File: src/rtl/alu_seq_ctrl.sv
`default_nettype none
// ============================================================================
// Module   : alu_seq_ctrl
// Purpose  : Moore control sequencer for an add/sub, Booth radix-2 multiply and
//            non-restoring divide datapath. Optional divide-by-zero trap is
//            enabled by defining ALU_CTRL_DIVZ_CHK_EN.
// Revision : 1.0  initial release
// ============================================================================
module alu_seq_ctrl #(
    parameter int WIDTH = 8,
    parameter int CNT_W = $clog2(WIDTH)
) (
    input  logic        clk,
    input  logic        rst,
    input  logic        start,
    input  logic [1:0]  sel,
    input  logic        q0,
    input  logic        qm1,
    input  logic        sign,
`ifdef ALU_CTRL_DIVZ_CHK_EN
    input  logic        divz,
    output logic        err,
`endif
    output logic [11:0] c,
    output logic        busy,
    output logic        done
);

    typedef enum logic [3:0] {
        S_IDLE,
        S_LD_AS,
        S_LD_MUL,
        S_LD_DIV,
        S_INIT,
        S_ADD,
        S_SUB,
        S_MSHR,
        S_MNEXT,
        S_DSHL,
        S_DQBIT,
        S_CORR,
        S_ST_LO,
        S_ST_HI
`ifdef ALU_CTRL_DIVZ_CHK_EN
        , S_ERR
`endif
    } state_t;

    localparam logic [CNT_W-1:0] CNT_LAST = CNT_W'(WIDTH - 1);

    state_t           state_q, state_d, booth_st;
    logic [CNT_W-1:0] cnt_q, cnt_d;
    logic [1:0]       sel_q, sel_d;
    logic             done_q, done_d;

    // Booth recoding of the current multiplier pair {Q[0], Q[-1]}
    always_comb begin
        case ({q0, qm1})
            2'b01:   booth_st = S_ADD;
            2'b10:   booth_st = S_SUB;
            default: booth_st = S_MSHR;
        endcase
    end

    always_comb begin
        state_d = state_q;
        cnt_d   = cnt_q;
        sel_d   = sel_q;
        done_d  = 1'b0;
        c       = '0;
        case (state_q)
            S_IDLE: begin
                if (start) begin
                    sel_d = sel;
                    if (!sel[1])     state_d = S_LD_AS;
                    else if (!sel[0]) state_d = S_LD_MUL;
                    else             state_d = S_LD_DIV;
                end
            end
            S_LD_AS: begin
                c[0]    = 1'b1;
                state_d = S_INIT;
            end
            S_LD_MUL: begin
                c[1]    = 1'b1;
                state_d = S_INIT;
            end
            S_LD_DIV: begin
                c[2]    = 1'b1;
                state_d = S_INIT;
            end
            S_INIT: begin
                c[3]  = 1'b1;
                cnt_d = '0;
                case (sel_q)
                    2'b00:   state_d = S_ADD;
                    2'b01:   state_d = S_SUB;
                    2'b10:   state_d = booth_st;
`ifdef ALU_CTRL_DIVZ_CHK_EN
                    default: state_d = divz ? S_ERR : S_DSHL;
`else
                    default: state_d = S_DSHL;
`endif
                endcase
            end
            S_ADD, S_SUB: begin
                c[4] = 1'b1;
                c[5] = (state_q == S_SUB);
                if (!sel_q[1])      state_d = S_ST_LO;
                else if (!sel_q[0]) state_d = S_MSHR;
                else                state_d = S_DQBIT;
            end
            S_MSHR: begin
                c[7]    = 1'b1;
                state_d = S_MNEXT;
            end
            S_MNEXT: begin
                if (cnt_q == CNT_LAST) begin
                    state_d = S_ST_LO;
                end else begin
                    cnt_d   = cnt_q + CNT_W'(1);
                    state_d = booth_st;
                end
            end
            // Non-restoring step: add back when the partial remainder is negative
            S_DSHL: begin
                c[6]    = 1'b1;
                state_d = sign ? S_ADD : S_SUB;
            end
            S_DQBIT: begin
                c[8] = 1'b1;
                if (cnt_q != CNT_LAST) begin
                    cnt_d   = cnt_q + CNT_W'(1);
                    state_d = S_DSHL;
                end else begin
                    state_d = sign ? S_CORR : S_ST_LO;
                end
            end
            S_CORR: begin
                c[4]    = 1'b1;
                c[9]    = 1'b1;
                state_d = S_ST_LO;
            end
            S_ST_LO: begin
                c[10]   = 1'b1;
                done_d  = !sel_q[1];
                state_d = sel_q[1] ? S_ST_HI : S_IDLE;
            end
            S_ST_HI: begin
                c[11]   = 1'b1;
                done_d  = 1'b1;
                state_d = S_IDLE;
            end
`ifdef ALU_CTRL_DIVZ_CHK_EN
            S_ERR: begin
                done_d  = 1'b1;
                state_d = S_IDLE;
            end
`endif
            default: state_d = S_IDLE;
        endcase
    end

    always_ff @(posedge clk or posedge rst) begin
        if (rst) begin
            state_q <= S_IDLE;
            cnt_q   <= '0;
            sel_q   <= 2'b00;
            done_q  <= 1'b0;
        end else begin
            state_q <= state_d;
            cnt_q   <= cnt_d;
            sel_q   <= sel_d;
            done_q  <= done_d;
        end
    end

`ifdef ALU_CTRL_DIVZ_CHK_EN
    logic err_q;

    // Sticky until the next accepted start so software can read it after done
    always_ff @(posedge clk or posedge rst) begin
        if (rst) begin
            err_q <= 1'b0;
        end else if (state_d == S_ERR) begin
            err_q <= 1'b1;
        end else if (state_q == S_IDLE && start) begin
            err_q <= 1'b0;
        end
    end

    assign err = err_q;
`endif

    assign busy = (state_q != S_IDLE);
    assign done = done_q;

endmodule
`default_nettype wire

File: config.mk
export PLATFORM = sky130hd
export DESIGN_NAME = alu_seq_ctrl
export DESIGN_NICKNAME = d
export VERILOG_FILES = /design/src/rtl/alu_seq_ctrl.sv
export SDC_FILE = /design/constraint.sdc
export NUM_CORES = 1
export LEC_CHECK = 0
export BUFFER_PORTS_ARGS = -buffer_cell sky130_fd_sc_hd__buf_2
export CAP_MARGIN = 10
export CORE_MARGIN = 5
export CORE_UTILIZATION = 50
export DETAILED_ROUTE_END_ITERATION = 8
export PLACE_DENSITY = 0.77
export SLEW_MARGIN = 10
export SYNTH_ARGS = -nofsm -noshare
export SYNTH_HDL_FRONTEND = slang
export SYNTH_SLANG_ARGS = --single-unit
File: constraint.sdc
create_clock -name clk -period 1.9 [get_ports clk]
set_clock_uncertainty 0.15 [all_clocks]
set_input_delay 0 -clock clk [delete_from_list [all_inputs] [get_ports clk]]
set_output_delay 0 -clock clk [all_outputs]
set_load 0.02 [all_outputs]
==> out/qor.yml <==
outcome:
  outcome: "finished, final reports clean"
sta:
  worstMarginPinSlew_ps: 351.9
  hold_viol: 0
  fin_hold_ws_ps: 25.08
  setup_tns_ps: 0
  fin_ws_ps: 91.19
  setup_viol: 0
  min_period_over_period_pct: 95.20
  min_period_ps: 1809
  rsz0062_at_grt: "false"
  max_freq_mhz: 552.8
  relSlewSlack_pct: 76.51
  slew_violations: 0
global_route:
  grt_pass1_vias: 807
  grt-ovfl-total: 0
  grt_max_degree: 12
  grt.total_usage_pct: 17.30
  grt_pass1_wl_mm: 3.367
  antenna_found_initial: 0
synthesis:
  async_flop_share_pct: 100.0
  synthTopCellsByCount: "13 x nor2_1, 10 x dfrtp_1, 7 x nand2_1, 7 x nand2b_1"
  yosys.cell_count.top_type: "nor2_1"
  synth.area.top_cells: "dfrtp_1 32%, nor2_1 6.3%, nand2b_1 5.6%"
  synth_cell_types: 36
  synth_edf_count: 0
  yosys_warnings: 0
  syn_inst: 97
  seq_area_frac_synth_pct: 32.21
  netlist_area_um2: 777.0
  syn_nets: 107
  yosys.area.top_type_share_pct: 32.21
  synthFlopType: "dfrtp_1"
  ys_seq_elements: 10
  synth_top_area_cell: "dfrtp_1"
  synth_area_per_cell_um2: 8.010
route:
  wl_mm: 2.019
  drc: 0
  first_iter_violations: 25
  vias: 829
  viasPerCell: 5.757
  wl_per_cell_um: 14.02
  first_pass_iters: 4
  drt.antenna.violating_nets: 0
floorplanning:
  rows: 14
  die_area_um2: 2442
  design.core.area_um2: 1489
  start_util_pct: 52.18
  die_h_um: 49.42
  die_w_um: 49.42
  io_pins: 22
place:
  post-dp-hpwl_mm: 1.574
  routabilityCongestion: 0.9265
  place_inst: 136
  port_buffers: 21
  pre_cts_slack_ps: 125.4
clock_network:
  cts_sinks: 10
  h-tree-depth: 1
  clk_pin_slew_worst_paths_ps: 70
  clockBufferDepth: 2
  cts_buffers: 3
  cts_tree: "yes"
  clock-root-buffer: "clkbuf_4"
  insertion_delay_ps: 270
power_and_ir_drop:
  cellLeakagePower_nw: 0.4973
  ir_worst_vdd_v: 0.0007701
  power_density_nw_per_um2: 1539
critical_path:
  endpoint_kind: "flip-flop"
  path_max_fanout: 6
  required_ps: 1890
  cp-start-kind: "flip-flop"
  path_class: "flip-flop to flip-flop"
  arrival_ps: 1800
final_layout:
  fillers: 112
  layout.cells.non_filler: 144
  final_nets: 139
  final-seq-area_um2: 250.2
  n_antenna_cell: 0
  multi_input_area_um2: 473.0
  area.growth.synth_to_final_pct: 29.79
  layout-drive-gt1-share_pct: 32.03
run:
  drv_cap: 0
worst_hold_path:
  hp-class: "input port to flip-flop"
-- area by class of cell --
class	instances	share of cell area, %
clock buffers	4	3.598
multi-input cells	74	46.90
well taps	16	1.985
inverters	8	3.102
flip-flops and latches	10	24.81
repair buffers	32	19.60
-- sequential cells by signal, indices dropped and copies added, names as in the netlist --
name     count
cnt_q        3
sel_q        2
done         1
state_q      4
-- final timing paths --
path	endpoint	startpoint	slack, ps	cells after the start
max reg2reg	cnt_q[0]$_DFFE_PP0P_	cnt_q[0]$_DFFE_PP0P_	90	5
min	state_q[2]$_DFFE_PP0P_	sign	30	4
max	cnt_q[0]$_DFFE_PP0P_	cnt_q[0]$_DFFE_PP0P_	90	5
max in group asynchronous	cnt_q[0]$_DFFE_PP0P_	rst	1250	3
min in group asynchronous	done$_DFF_PP0_	rst	80	3
min reg2reg	cnt_q[1]$_DFFE_PP0P_	cnt_q[1]$_DFFE_PP0P_	360	1
-- where the power goes --
group / internal, mW / total, mW / switching, mW
combinational: 0.404 / 0.936 / 0.532
clock: 0.116 / 0.189 / 0.0725
sequential: 0.292 / 0.428 / 0.136
total: 0.812 / 1.55 / 0.740
-- per-stage QoR --
stage	utilization, %	total power [mW]	cell area [µm²]
final	67.73	1.552	1008
after global routing	67.73	1.676	1008
after CTS	67.73	1.544	1008
after detailed placement	62.61	1.344	932.1
after global placement	62.61	1.329	932.1
after floorplan	-	1.061	777.0
-- placed cells by master (no fill, tap or decap), types with 2 or more instances in the layout --
master          n
a21oi_1         2
a22o_1          2
a22oi_1         2
a32oi_1         2
buf_2          21
buf_4           7
clkbuf_4        3
dfrtp_1        10
dlygate4sd3_1   4
ha_1            2
inv_1           5
inv_2           2
nand2_1         7
nand2b_1        7
nor2_1         13
nor2b_1         5
nor3_1          5
o21ai_0         2
o21ai_1         4
o22ai_1         4
-- what timing repair did --
item	CTS	global route
buffers inserted	0	0
hold endpoints to repair	13	0
hold buffers	4	0
endpoints found under the setup margin	0	1
gates resized for setup	0	1
-- cells by family after synthesis --
logic type      synth area share (%)
fa+ha+maj                      3.220
buf+inv                        6.924
flops                          32.21
xor+xnor                       1.127
compound gates                 22.38
mux                            3.381
simple gates                   30.76
-- critical path: stages, from the launching register on --
cell and delay (ps):
dfrtp_1 400, ha_1 220, ha_1 270, nor3_2 310, nor2_2 80, mux2_4 270
-- per-layer routing --
layer	vias up	track usage, %	part of all wire, %
li1	411	-	-
met3	4	6.728	11
met4	0	6.114	0.54
met5	-	0	0
met1	364	21.47	40
met2	50	27.04	48
Note: power is estimated with default switching activity, not from simulation.
